### src/rtl/seven_seg_pkg.sv
// Shared constants, FSM encoding and anode decode for the seven-segment scan controller.
// Pure declarations: no latency, no flow control.
package seven_seg_pkg;

  localparam logic [1:0] DIG_ONES     = 2'd0;
  localparam logic [1:0] DIG_TENS     = 2'd1;
  localparam logic [1:0] DIG_HUNDREDS = 2'd2;
  localparam logic [1:0] DIG_LETTERS  = 2'd3;

  localparam logic [3:0] AN_ALL_OFF = 4'b1111;

  typedef enum logic {
    SCAN  = 1'b0,
    BLANK = 1'b1
  } scan_state_t;

  // Active-low one-cold anode pattern for a digit index.
  function automatic logic [3:0] an_decode(input logic [1:0] sel);
    logic [3:0] an;
    an = AN_ALL_OFF;
    case (sel)
      DIG_ONES:     an = 4'b1110;
      DIG_TENS:     an = 4'b1101;
      DIG_HUNDREDS: an = 4'b1011;
      DIG_LETTERS:  an = 4'b0111;
      default:      an = AN_ALL_OFF;
    endcase
    return an;
  endfunction

endpackage

### src/rtl/refresh_prescaler.sv
// Divide-by-DIV prescaler: terminal is high in the last count cycle (DIV-1) while enabled.
// Latency: one terminal every DIV enabled clocks; enable=0 freezes the count, no other backpressure.
module refresh_prescaler #(
  parameter int DIV = 4
) (
  input  logic clk,
  input  logic rst_n,
  input  logic enable,
  output logic terminal
);

  localparam int CNT_W = (DIV > 1) ? $clog2(DIV) : 1;

  if (DIV < 2) begin : g_div_chk
    $error("refresh_prescaler: DIV must be >= 2");
  end

  logic [CNT_W-1:0] r_cnt;
  logic             w_at_end;

  assign w_at_end = (r_cnt == CNT_W'(DIV - 1));
  assign terminal = enable & w_at_end;

  always_ff @(posedge clk or negedge rst_n) begin
    if (!rst_n) begin
      r_cnt <= '0;
    end else if (enable) begin
      r_cnt <= w_at_end ? '0 : r_cnt + 1'b1;
    end
  end

endmodule

### src/rtl/seven_seg_scan_ctrl.sv
// 4-digit scan controller: AN_SEL/AN/scan_tick/frame_done all registered, updated on the same edge.
// No backpressure; enable=0 freezes scan and blanks. Optional SCAN_BLANK_EN adds anode dead-time.
module seven_seg_scan_ctrl
  import seven_seg_pkg::*;
#(
  parameter int CLK_FREQ_HZ  = 100_000_000,
  parameter int REFRESH_HZ   = 1000,
  parameter int BLANK_CYCLES = 16
) (
  input  logic       clk,
  input  logic       rst_n,
  input  logic       enable,
  input  logic [3:0] digit_mask,
  output logic [1:0] AN_SEL,
  output logic [3:0] AN,
  output logic       scan_tick,
  output logic       frame_done
);

  localparam int DIV = CLK_FREQ_HZ / REFRESH_HZ;

  if (DIV < 2) begin : g_div_chk
    $error("seven_seg_scan_ctrl: CLK_FREQ_HZ/REFRESH_HZ must be >= 2");
  end
  if (BLANK_CYCLES >= DIV) begin : g_blank_chk
    $error("seven_seg_scan_ctrl: BLANK_CYCLES must be < DIV");
  end

  logic [1:0]  r_an_sel;
  logic [3:0]  r_an;
  logic        r_scan_tick;
  logic        r_frame_done;
  scan_state_t r_state;

  logic        w_terminal;
  logic [1:0]  w_an_sel_nxt;
  logic [3:0]  w_an_nxt;
  scan_state_t w_state_nxt;

  refresh_prescaler #(
    .DIV(DIV)
  ) u_prescaler (
    .clk     (clk),
    .rst_n   (rst_n),
    .enable  (enable),
    .terminal(w_terminal)
  );

`ifdef SCAN_BLANK_EN
  localparam int BCNT_W = (BLANK_CYCLES > 1) ? $clog2(BLANK_CYCLES + 1) : 1;

  if (BLANK_CYCLES < 1) begin : g_blank_min_chk
    $error("seven_seg_scan_ctrl: BLANK_CYCLES must be >= 1 with blanking enabled");
  end

  logic [BCNT_W-1:0] r_bcnt;
  logic [BCNT_W-1:0] w_bcnt_nxt;

  always_ff @(posedge clk or negedge rst_n) begin
    if (!rst_n) begin
      r_bcnt <= '0;
    end else begin
      r_bcnt <= w_bcnt_nxt;
    end
  end
`endif

  always_comb begin
    w_state_nxt  = r_state;
    w_an_sel_nxt = r_an_sel;
`ifdef SCAN_BLANK_EN
    w_bcnt_nxt   = r_bcnt;
`endif
    if (w_terminal) begin
      w_an_sel_nxt = r_an_sel + 2'd1;
    end

`ifdef SCAN_BLANK_EN
    // Dead-time runs inside the DIV period; it only advances on enabled clocks.
    case (r_state)
      SCAN: begin
        if (w_terminal) begin
          w_state_nxt = BLANK;
          w_bcnt_nxt  = '0;
        end
      end
      BLANK: begin
        if (enable) begin
          if (r_bcnt == BCNT_W'(BLANK_CYCLES - 1)) begin
            w_state_nxt = SCAN;
          end else begin
            w_bcnt_nxt = r_bcnt + 1'b1;
          end
        end
      end
      default: w_state_nxt = SCAN;
    endcase
`else
    w_state_nxt = SCAN;
`endif

    // Decode from next-state values so AN and AN_SEL land on the same edge.
    w_an_nxt = AN_ALL_OFF;
    if (enable && (w_state_nxt == SCAN)) begin
      w_an_nxt = an_decode(w_an_sel_nxt) | digit_mask;
    end
  end

  always_ff @(posedge clk or negedge rst_n) begin
    if (!rst_n) begin
      r_state      <= SCAN;
      r_an_sel     <= DIG_ONES;
      r_an         <= AN_ALL_OFF;
      r_scan_tick  <= 1'b0;
      r_frame_done <= 1'b0;
    end else begin
      r_state      <= w_state_nxt;
      r_an_sel     <= w_an_sel_nxt;
      r_an         <= w_an_nxt;
      r_scan_tick  <= w_terminal;
      r_frame_done <= w_terminal && (r_an_sel == DIG_LETTERS);
    end
  end

  assign AN_SEL     = r_an_sel;
  assign AN         = r_an;
  assign scan_tick  = r_scan_tick;
  assign frame_done = r_frame_done;

endmodule

### config.mk
export PLATFORM = sky130hd
export DESIGN_NAME = seven_seg_scan_ctrl
export DESIGN_NICKNAME = d
export VERILOG_FILES = /design/src/rtl/seven_seg_pkg.sv /design/src/rtl/refresh_prescaler.sv /design/src/rtl/seven_seg_scan_ctrl.sv
export SDC_FILE = /design/constraint.sdc
export NUM_CORES = 1
export LEC_CHECK = 0
export CORE_MARGIN = 1
export CORE_UTILIZATION = 42
export CTS_CLUSTER_SIZE = 10
export DETAILED_ROUTE_END_ITERATION = 10
export PLACE_DENSITY = 0.6
export SYNTH_ARGS = -nofsm -noshare
export SYNTH_HDL_FRONTEND = slang
export SYNTH_SLANG_ARGS = --single-unit
### constraint.sdc
create_clock -name clk -period 2.6 [get_ports clk]
set_input_delay 0.65 -clock clk [delete_from_list [all_inputs] [get_ports clk]]
set_output_delay 0.65 -clock clk [all_outputs]
set_load 0.01 [all_outputs]
== After elaboration in Yosys (flattened, before gate mapping) ==
Index checks and enable logic that the tools add are counted.
Cells by class
  bitwise logic cells: 2
  reductions and logical operators: 2
  muxes and demuxes: 5
  eq/ne operators: 5
  add/subtract/negate cells: 2
Operators by type and width (number)
  $add A17 B1 Y17 const B: 1
  $eq A17 B17 Y1 const B: 1
  $mux W17: 1
  $pmux W4 S4: 1
  $mux W4: 2
  $eq A2 B2 Y1 const B: 3
  $or A4 B4 Y4: 1
  $add A2 B1 Y2 const B: 1
  $eq A2 B1 Y1 const B: 1
  $logic_not A2 Y1: 1
  $mux W2: 1
  $and A1 B1 Y1: 1
  $logic_and A1 B1 Y1: 1
Storage, ports and cells
  input port bits: 7
  register bits: 25
  word-level logic and storage cells: 21

== Logic depth before layout (Yosys ltp) ==
  word-level depth: 8
  gate-level depth with buffers: 6
  gate-level depth less buffers: 5

== Hierarchy ==
Synthesis repeated with hierarchy kept, for this count alone.
Second synthesis, totals
  cells, all modules: 119
  area total of the unflattened synthesis: 1288.7 µm²
By module, submodules not included
  refresh_prescaler: cells each 91, instances 1, area each 922.1 µm², seq. area each 425.4 µm²
  seven_seg_scan_ctrl: cells each 28, instances 1, area each 366.6 µm², seq. area each 205.2 µm²

== Worst setup path before layout ==
OpenSTA, ideal clock, no wires.
  kind: register -> register
  start: reg u_prescaler.r_cnt[8]
  end: reg r_an[1], in the netlist AN[1]
  setup time: 0.082 ns
  data arrival time: 1.961 ns
  setup slack: 0.558 ns
  cell stages (with the launch flop): 6
  path buffers: 1
  path through: dfrtp_1 > or3b_4 > or3_1 > buf_2 > or4_1 > a211o_1
On the way
  cells in the longest elaborated chain, start to end: 8
Ends and longest elaborated chain
  start: declaration: line refresh_prescaler.sv:18  | logic [CNT_W-1:0] r_cnt;
  start signal: assignment: line refresh_prescaler.sv:28  | r_cnt <= w_at_end ? '0 : r_cnt + 1'b1;
  $eq A17 B17 Y1 *: line refresh_prescaler.sv:21  | assign w_at_end = (r_cnt == CNT_W'(DIV - 1));
  $and A1 B1 Y1 *: line refresh_prescaler.sv:22  | assign terminal = enable & w_at_end;
  $mux W2 *: line seven_seg_scan_ctrl.sv:74  | if (w_terminal) begin
  $eq A2 B2 Y1 (tied with other cells): line seven_seg_pkg.sv:21  | case (sel)
  $pmux W4 S4 *: line seven_seg_pkg.sv:21
  $mux W4 *: line seven_seg_scan_ctrl.sv:104  | if (enable && (w_state_nxt == SCAN)) begin
  $or A4 B4 Y4 *: line seven_seg_scan_ctrl.sv:105  | w_an_nxt = an_decode(w_an_sel_nxt) | digit_mask;
  $mux W4 *: line seven_seg_scan_ctrl.sv:104
  net w_an_nxt[1]: line seven_seg_scan_ctrl.sv:37  | logic [3:0] w_an_nxt;
  end signal: assignment: line seven_seg_scan_ctrl.sv:119  | r_an <= w_an_nxt;
  end: declaration: line seven_seg_scan_ctrl.sv:30  | logic [3:0] r_an;
The timed path passes the listed nets; every way through them passes the cells marked *. The select of a mux whose other input is x is not followed.
A chain may end at the register's enable or synchronous reset.

== Worst setup path after layout ==
  start: reg u_prescaler.r_cnt[5]
  end: reg r_an[1], in the netlist AN[1]
The elaborated chain is that of the path after synthesis.

==> flow_summary.toml <==
[pwr]
p_switching_mw = 0.2577
p_per_area_mw_per_mm2 = 546.1
p_leak_nw = 0.6175
vdd_drop_max_v = 0.0002918
power_frac_comb = 0.177
power.share.switching = 0.3114
internal-power_mw = 0.5697
pwr-share-seq = 0.619
p_total_mw = 0.8274
p_clk_frac = 0.205

[sta]
layout_min_cycle_time_ps = 2146
clock_skew_ps = 2.919
fin_crit_sh = 0.8255
rsz0062_at_grt = "no"
slew_headroom = 0.6948
slew_viol_final = 0
tns_ps = 0
tightest_slew_ps = 453.6
setup_viol = 0
timing.fmax_mhz = 465.9
hold_ws_ps = 542.5
final_hold_viol_count = 0

[layout]
n_antenna_cell = 0
layout_commonest_cell = "dfrtp_1"
final_area_sq_mm = 0.001515
fillers = 267
drive_above_1_share = 0.1259
most-common-layout-cells = "dfrtp_1, clkdlybuf4s50_1, nand3_1, nand4_1"
area_delta_synth_final_pct = 17.23
finalNetCount = 153

[yosys]
synth_edf_count = 0
yosys_warnings = 0
synth_cells = 125
seq_area_frac_synth = 0.4879
synth_nets = 134
ys_async_sr_fraction = 1.000
yosys.area.top_type_share = 0.4066
ys_ff_latch = 25
yosys_most_used_dff = "dfrtp_1"
ys_types = 35
netlist_area_sq_mm = 0.001292
synth_top_area_cell = "dfrtp_1"
netlist_top_cells_area = "dfrtp_1, dfstp_2, xnor2_1"
synth_area_per_cell_sq_um = 10.34

[detailed_routing]
drc = 5
drtIter0Drc = 33
via_per_inst = 5.718
wl_per_cell_microns = 14.67
antenna_left = 0
vias = 995
wirelength_mm = 2.553
drtPass1Iterations = 7

[clock_network]
cts_tree = "yes"
hold_buffers = 0
cts_setup_buffers = 0
clockBufferDepth = 2
clk_latency_ps = 310
cts_resized = 0
cts_root_buf = "clkbuf_4"
cts_made_buffers = 3
path_clk_slew_ps = 130
cts_htree_levels = 1
cts_sinks = 25

[hold_path]
whs_path_depth = 1
min_from = "u_prescaler.r_cnt[0]"
hold_class = "reg2reg"
hold_path_end = "u_prescaler.r_cnt[0]"

[placement]
hpwl_mm = 1.841
portBuffers = 14
gp_congestion = 0.7834
placed_area_sq_mm = 0.001489

[setup_path]
path_class = "reg2reg"
critical_path.endpoint_type = "flop"
cp_max_fo = 7
worstPathRequired_ps = 2850
r2r-end = "AN[1]"
regToRegStartpoint = "u_prescaler.r_cnt[5]"
cp.arrival_ps = 2400
reg2reg_slack_ps = 450
critPathLaunchType = "flop"
r2r_cells = 4

[flow_run]
cap_violations = 0

[global_route]
grt_max_degree = 26
grt_pass1_wl_mm = 4.478
first_global_vias = 946
grtUsageTotal = 0.1764
grt_overflow_total = 0
antenna_found_initial = 0

[floorplanning]
num_rows = 19
initial_core_util = 0.4569
pin_count = 15
die_w_microns = 57.48
core_area_sq_mm = 0.002829
die_h_microns = 57.48
die-area_sq_mm = 0.003303

[run_status]
violations = "design-rule violations"
outcome = "finished, violations left"
-- area by class of cell --
type	count	area, sq um	share of cell area
Multi-Input combinational cell	92	630.6	0.4162
Sequential cell	25	630.6	0.4162
Tap cell	31	38.79	0.02560
Timing Repair Buffer	19	177.7	0.1173
Clock buffer	4	26.28	0.01734
Inverter	3	11.26	0.007432
-- kinds of logic after synthesis --
logic type,Yosys count,synth area share
compound gates,16,0.08325
xor+xnor,13,0.08809
fa+ha+maj,2,0.01936
buf+inv,8,0.02419
flops,25,0.4879
mux,3,0.02420
simple gates,58,0.2730
-- worst max-delay path by stage --
| stage | start | endpoint | slack, ps | cells past startpoint |
|---|---|---|---|---|
| floorplan | u_prescaler.r_cnt[8] | AN[1] | 560 | 5 |
| global placement | enable | u_prescaler.r_cnt[16] | 440 | 6 |
| detailed placement | enable | u_prescaler.r_cnt[16] | 390 | 6 |
| CTS | AN_SEL[0] | AN_SEL[0] | 450 | 1 |
| global route | u_prescaler.r_cnt[5] | AN[1] | 370 | 4 |
| finish | u_prescaler.r_cnt[5] | AN[1] | 450 | 4 |
-- state kept, by name, summed over array words and instances, names as in the netlist --
| name | cells |
|---|---|
| scan_tick | 1 |
| u_prescaler.r_cnt | 17 |
| AN_SEL | 2 |
| AN | 4 |
| frame_done | 1 |
-- power groups by stage --
stage | Sequential (mW) | Combinational (mW) | Clock (mW)
2_1_floorplan | 0.485 | 0.119 | 0
3_3_place_gp | 0.516 | 0.145 | 0
3_5_place_dp | 0.517 | 0.147 | 0
4_1_cts | 0.510 | 0.148 | 0.177
5_1_grt | 0.523 | 0.165 | 0.195
6_report | 0.512 | 0.146 | 0.169
-- Yosys cell counts (all sizes together), types with 2 or more instances --
master	count
xnor2	7
nor2b	3
nand2	5
xor2	6
dfstp	4
a211o	4
o21ai	6
nand4	9
nor4	3
and4	3
nor3	5
mux2i	2
nand2b	2
nand4b	3
a21oi	2
and3	2
dfrtp	21
clkbuf	4
ha	2
o211ai	2
nor2	7
or3	2
nand3	9
and2	2
inv	3
-- per-stage QoR --
step / util / setup WS, ps / instances
final: 0.5356 / 453.6 / 174
after global routing: 0.5356 / 368.7 / 174
after CTS: 0.5356 / 453.0 / 174
after detailed placement: 0.5263 / 386.7 / 170
after global placement: 0.5263 / 444.8 / 170
after floorplan: - / 557.7 / 125
-- per-layer routing --
layer / track usage / up-vias / part of all wire
li1: - / 501 / -
met1: 0.2445 / 472 / 0.49
met3: 0.02494 / 4 / 0.034
met5: 0 / - / 0
met2: 0.2874 / 18 / 0.47
met4: 0.05226 / 0 / 0.011
-- critical path, cell delays in order (launching register included) --
cell and delay (ps):
dfrtp_1 470, or3b_4 410, or3_1 480, or4_1 430, a211o_1 300
Power figures use the tool's default switching activity.
